File: config.mk
export PLATFORM = sky130hd
export DESIGN_NAME = iob_merge_rr
export DESIGN_NICKNAME = d
export VERILOG_FILES = /design/src/rtl/iob_merge_rr_pkg.sv /design/src/rtl/iob_rr_arbiter.sv /design/src/rtl/iob_merge_rr.sv
export SDC_FILE = /design/constraint.sdc
export NUM_CORES = 1
export LEC_CHECK = 0
export BUFFER_PORTS_ARGS = -buffer_cell sky130_fd_sc_hd__clkbuf_2
export CORE_AREA = 2 2 112 114
export CTS_CLUSTER_SIZE = 24
export DETAILED_ROUTE_END_ITERATION = 10
export DIE_AREA = 0 0 114 116
export PLACE_DENSITY = 0.46
export SLEW_MARGIN = 10
export SYNTH_ARGS = -nofsm -noshare
export SYNTH_HDL_FRONTEND = slang
export SYNTH_SLANG_ARGS = --single-unit
File: constraint.sdc
create_clock -name clk -period 1.1 [get_ports clk]
set_input_delay 0 -clock clk [delete_from_list [all_inputs] [get_ports clk]]
set_output_delay 0 -clock clk [all_outputs]
set_load 0.01 [all_outputs]
File: src/rtl/iob_merge_rr_pkg.sv
// iob_merge_rr_pkg: FSM state encodings and grant-width helper shared by the merger and its arbiter
package iob_merge_rr_pkg;
  typedef enum logic [1:0] {
    IDLE  = 2'd0,
    BUSY  = 2'd1,
    DRAIN = 2'd2,
    INV   = 2'd3
  } state_t;
  function automatic int grant_w(input int n);
    return (n > 1) ? $clog2(n) : 1;
  endfunction
endpackage

File: src/rtl/iob_rr_arbiter.sv
// iob_rr_arbiter: combinational search for the first requester at or after ptr, wrapping to 0
module iob_rr_arbiter
  import iob_merge_rr_pkg::*;
#(
  parameter int N_MASTERS = 2,
  localparam int GW = grant_w(N_MASTERS)
) (
  input  logic [N_MASTERS-1:0] req,
  input  logic [GW-1:0]        ptr,
  output logic [GW-1:0]        grant,
  output logic                 any
);
  function automatic logic [GW-1:0] wrap(input logic [GW-1:0] p, input int k);
    int s;
    s = int'(p) + k;
    return GW'(s % N_MASTERS);
  endfunction
  // Scanning from the far end lets the nearest requester overwrite the rest.
  always_comb begin
    grant = '0;
    any = |req;
    for (int k = N_MASTERS - 1; k >= 0; k--)
      if (req[wrap(ptr, k)]) grant = wrap(ptr, k);
  end
endmodule

File: src/rtl/iob_merge_rr.sv
// iob_merge_rr: N-master native-bus merger with round-robin grant and serialised L2 invalidation.
// Define IOB_MERGE_RR_FIXED_PRIO_EN for fixed lowest-index priority (no rotating pointer).
module iob_merge_rr
  import iob_merge_rr_pkg::*;
#(
  parameter int N_MASTERS = 2,
  parameter int ADDR_W    = 24,
  parameter int DATA_W    = 32
) (
  input  logic                           clk,
  input  logic                           rst,
  input  logic [N_MASTERS-1:0]           m_valid,
  input  logic [N_MASTERS*ADDR_W-1:0]    m_addr,
  input  logic [N_MASTERS*DATA_W-1:0]    m_wdata,
  input  logic [N_MASTERS*DATA_W/8-1:0]  m_wstrb,
  output logic [N_MASTERS*DATA_W-1:0]    m_rdata,
  output logic [N_MASTERS-1:0]           m_ready,
  output logic                           s_valid,
  output logic [ADDR_W-1:0]              s_addr,
  output logic [DATA_W-1:0]              s_wdata,
  output logic [DATA_W/8-1:0]            s_wstrb,
  input  logic [DATA_W-1:0]              s_rdata,
  input  logic                           s_ready,
  input  logic                           inv_req,
  input  logic                           wtb_empty,
  output logic                           s_force_inv,
  output logic                           inv_busy
);
  localparam int GW = grant_w(N_MASTERS);
  localparam int SW = DATA_W / 8;
  state_t state, state_n;
  logic [GW-1:0] grant, ptr, arb_grant;
  logic arb_any, inv_pend, busy;
  iob_rr_arbiter #(.N_MASTERS(N_MASTERS)) u_arb (
    .req  (m_valid),
    .ptr  (ptr),
    .grant(arb_grant),
    .any  (arb_any)
  );
  assign busy = state == BUSY;
  assign m_rdata = {N_MASTERS{s_rdata}};
  always_ff @(posedge clk or posedge rst)
    if (rst) begin
      state <= IDLE;
      grant <= '0;
      inv_pend <= 1'b0;
    end else begin
      state <= state_n;
      inv_pend <= inv_req | (inv_pend & (state != INV));
      if (state == IDLE && state_n == BUSY) grant <= arb_grant;
    end
`ifdef IOB_MERGE_RR_FIXED_PRIO_EN
  assign ptr = '0;
`else
  always_ff @(posedge clk or posedge rst)
    if (rst) ptr <= '0;
    else if (busy && s_ready) ptr <= (grant == GW'(N_MASTERS - 1)) ? '0 : grant + 1'b1;
`endif
  // A live inv_req counts as pending so invalidation wins the very next cycle.
  always_comb begin
    state_n = state;
    case (state)
      IDLE:    state_n = (inv_pend | inv_req) ? DRAIN : arb_any ? BUSY : IDLE;
      BUSY:    state_n = (s_ready | ~m_valid[grant]) ? IDLE : BUSY;
      DRAIN:   state_n = wtb_empty ? INV : DRAIN;
      default: state_n = IDLE;
    endcase
  end
  always_comb begin
    m_ready = '0;
    m_ready[grant] = busy & s_ready;
    s_valid = busy & m_valid[grant];
    s_addr = busy ? m_addr[grant*ADDR_W +: ADDR_W] : '0;
    s_wdata = busy ? m_wdata[grant*DATA_W +: DATA_W] : '0;
    s_wstrb = busy ? m_wstrb[grant*SW +: SW] : '0;
    s_force_inv = state == INV;
    inv_busy = inv_pend | (state == DRAIN) | (state == INV);
  end
endmodule
==> results.txt <==
Most used DFF post-synth - dfrtp_1
Worst slew margin - 0.808
Largest family of logic cells by synthesized area - buffers and inverters
Sequential Area - 129 µm²
Flop-to-flop setup slack - -0.11 ns
Post-synth top area cell - mux2i_1
Hold Crit Start - s_rdata[12]
Largest net degree at the start of global routing - 38
Layout cell share with drive strength beyond 1 - 0.613
Post-synth top area share - 0.365
Reg2Reg Capture Point - grant
First-pass GRT wire length - 7750 µm
Crit Path Max Fanout - 31
CTS buffer count - 3
Switch Pwr - 1.89 mW
Pwr Density - 1710 nW/µm²
Crit path capture type - primary output
CTS tree - built
Cell Rows - 40
Worst setup margin - -0.248 ns
Synthesized cell area - 1700 µm²
Hold path depth - 0
Setup violators final - 66
Adder-cell area share of the yosys netlist - 0
CTS Sinks - 5
Status - finished, violations left
Int Pwr - 2.50 mW
Synth async-reset ratio - 1.00
Core area - 11900 µm²
DR iter-0 viols - 40
Crit Path Category - reg -> out
Die ar. - 13200 µm²
WP data required - 1.10 ns
Worst hold endpoint - m_rdata[44]
Logic pwr share - 0.770
Clock slew at reported path FFs - 0.03 ns
Clock Latency Late Sink - 0.23 ns
Clk root buf - clkbuf_16
Seq/Total Area, Yosys - 0.0736
Max-cap violations - 0
Mean routed wirelength per cell - 12.2 µm
Post-Syn Area per Cell - 7.52 µm²
Syn nets - 385
Yosys warns - 0
Post-DRT Antenna Nets - 0
Starting Density - 0.143
Synth Register Bits - 5
Arrival time of the worst setup path - 1.35 ns
XOR/XNOR Fraction of Synth Area - 0
Fill cells - 1331
I/O pin cnt - 288
Crit path launch - grant
Minimum period implied by the final worst setup slack - 1.35 ns
Bufs on Longest Clock Path - 2
Max rail drop VDD - 0.000628 V
Final Wtd Congestion - 0.687
Hpwl dp - 4930 µm
Pins Over Slew Limit - 0
H-Tree Level Count - 1
Hold/Removal Path Class - in -> out
Cell count of the worst reg-to-reg path - 4
Die X - 114 µm
Total global routing overflow - 0
Post-synth EDFFs - 0
Vias/cell - 3.76
Slew @ Worst Pin - 0.286 ns
DRC violation count after routing - 0
Pleak - 1.66 nW
Post-route total power - 4.40 mW
Tcrit/Tclk final - 1.23
Simple-Gate Fraction of Synth Area - 0.169
Total track usage - 0.0735
Failing checks - setup timing
Post-Synthesis Cells - 226
Area growth, synth to finish - 51.4%
Clock power frac - 0.137
Port bufs - 191
Final nets - 517
Register share of total power - 0.092
Initial DRT Pass Iterations - 4
Place WS - -0.0440 ns
Worst setup SP type - flop
Hold Vio Cnt, Final - 0
Compound-cell area share of the yosys netlist - 0.0243
Antenna cell count - 0
Clock Skew - 0.000923 ns
Sw Share - 0.430
Unique masters post-synth - 19
Number of global-route vias before repair - 1693
WL final - 6140 µm
Initial antenna violation count - 0
Vias - 1897
RSZ-0062 raised after global routing - true
Die Y - 116 µm
Max Clock Freq - 0.742 GHz
Largest cells by area after synthesis - mux2i_1 (36%), buf_4 (31%), nor2_1 (14%)
Area of the multi-input gates - 1000 µm²
Critical R2R Launch - state[1]
Post-synthesis mux area share - 0.365
## per-stage QoR
step | area, µm² | std cells | TNS [ns] | utilization | hold slack [ns]
2_1_floorplan | 1700 | 226 | 0 | - | -0.221
3_3_place_gp | 2330 | 492 | -0.825 | 0.196 | -0.0994
3_5_place_dp | 2330 | 492 | -1.57 | 0.196 | -0.101
4_1_cts | 2480 | 499 | -13.37 | 0.209 | 0.000106
5_1_grt | 2570 | 504 | -17.72 | 0.216 | 0.0000232
6_report | 2570 | 504 | -13.45 | 0.216 | 0.00000490
## worst max path at each step
stage                              to  slack, ns  depth (start not counted)
after global routing      s_wdata[17]      -0.32                          4
after floorplan            s_addr[10]       0.07                          4
final                     s_wdata[17]      -0.25                          4
after global placement    s_wdata[21]      -0.03                          4
after CTS                 s_wdata[17]      -0.26                          4
after detailed placement  s_wdata[31]      -0.04                          4
## cells in the final DEF (no fill, tap or decap), types with 2 or more instances in the layout
master,instances
and3_4,2
buf_12,3
buf_2,17
buf_4,6
buf_6,3
clkbuf_16,4
clkbuf_2,172
dfrtp_1,4
inv_1,5
mux2i_1,61
nor2_1,60
nor2_2,3
## power groups by stage
stage / clock network, mW / registers, mW / logic [mW]
floorplan: 0 / 0.328 / 2.41
global placement: 0 / 0.388 / 2.97
detailed placement: 0 / 0.394 / 3.01
CTS: 0.613 / 0.396 / 3.19
global route: 0.636 / 0.424 / 3.68
finish: 0.604 / 0.406 / 3.39
## timing repair
| item | CTS | global route |
|---|---|---|
| pin swaps | 3 | 4 |
| endpoints found under the hold margin | 5 | 0 |
| setup buffers | 2 | 3 |
| hold buffers | 1 | 0 |
| setup endpoints to repair | 66 | 67 |
| gates cloned | 0 | 3 |
| resized for setup | 10 | 27 |
## cell usage after synthesis (all sizes together), types with 2 or more instances
cell type,count
and3,2
buf,77
dfrtp,5
inv,5
mux2i,62
nor2,63
## per-layer routing
metal	GRT usage	wire, µm	vias up
met1	0.0654	2090	820
li1	-	-	937
met3	0.0293	689	29
met5	0	0	-
met2	0.146	3180	111
met4	0.0317	184	0
## final cells by class
| type | instances | share of cell area |
|---|---|---|
| tap | 147 | 0.0714 |
| clock buffer | 4 | 0.0306 |
| multi-input combinational | 138 | 0.389 |
| sequential | 5 | 0.0500 |
| timing repair buffer | 205 | 0.451 |
| inverter | 5 | 0.00729 |
## logic make-up (layout without fill, tap and decap cells)
family                 after synthesis  count (layout)
muxes                               62              62
buffers and inverters               83             214
and+or+nand+nor                     71              71
AOI/OAI and AO/OA                    5               5
DFF                                  5               5
## registers in the layout (all words and copies together) (netlist names)
name and count:
grant 1, inv_pend 1, ptr 1, state 2
## critical path, stage by stage, from the launching register on
cell	delay, ns
dfrtp_4	0.51
buf_16	0.20
mux2i_1	0.15
nor2_1	0.10
clkbuf_2	0.14
No activity file was read; power rests on OpenSTA's default activity.
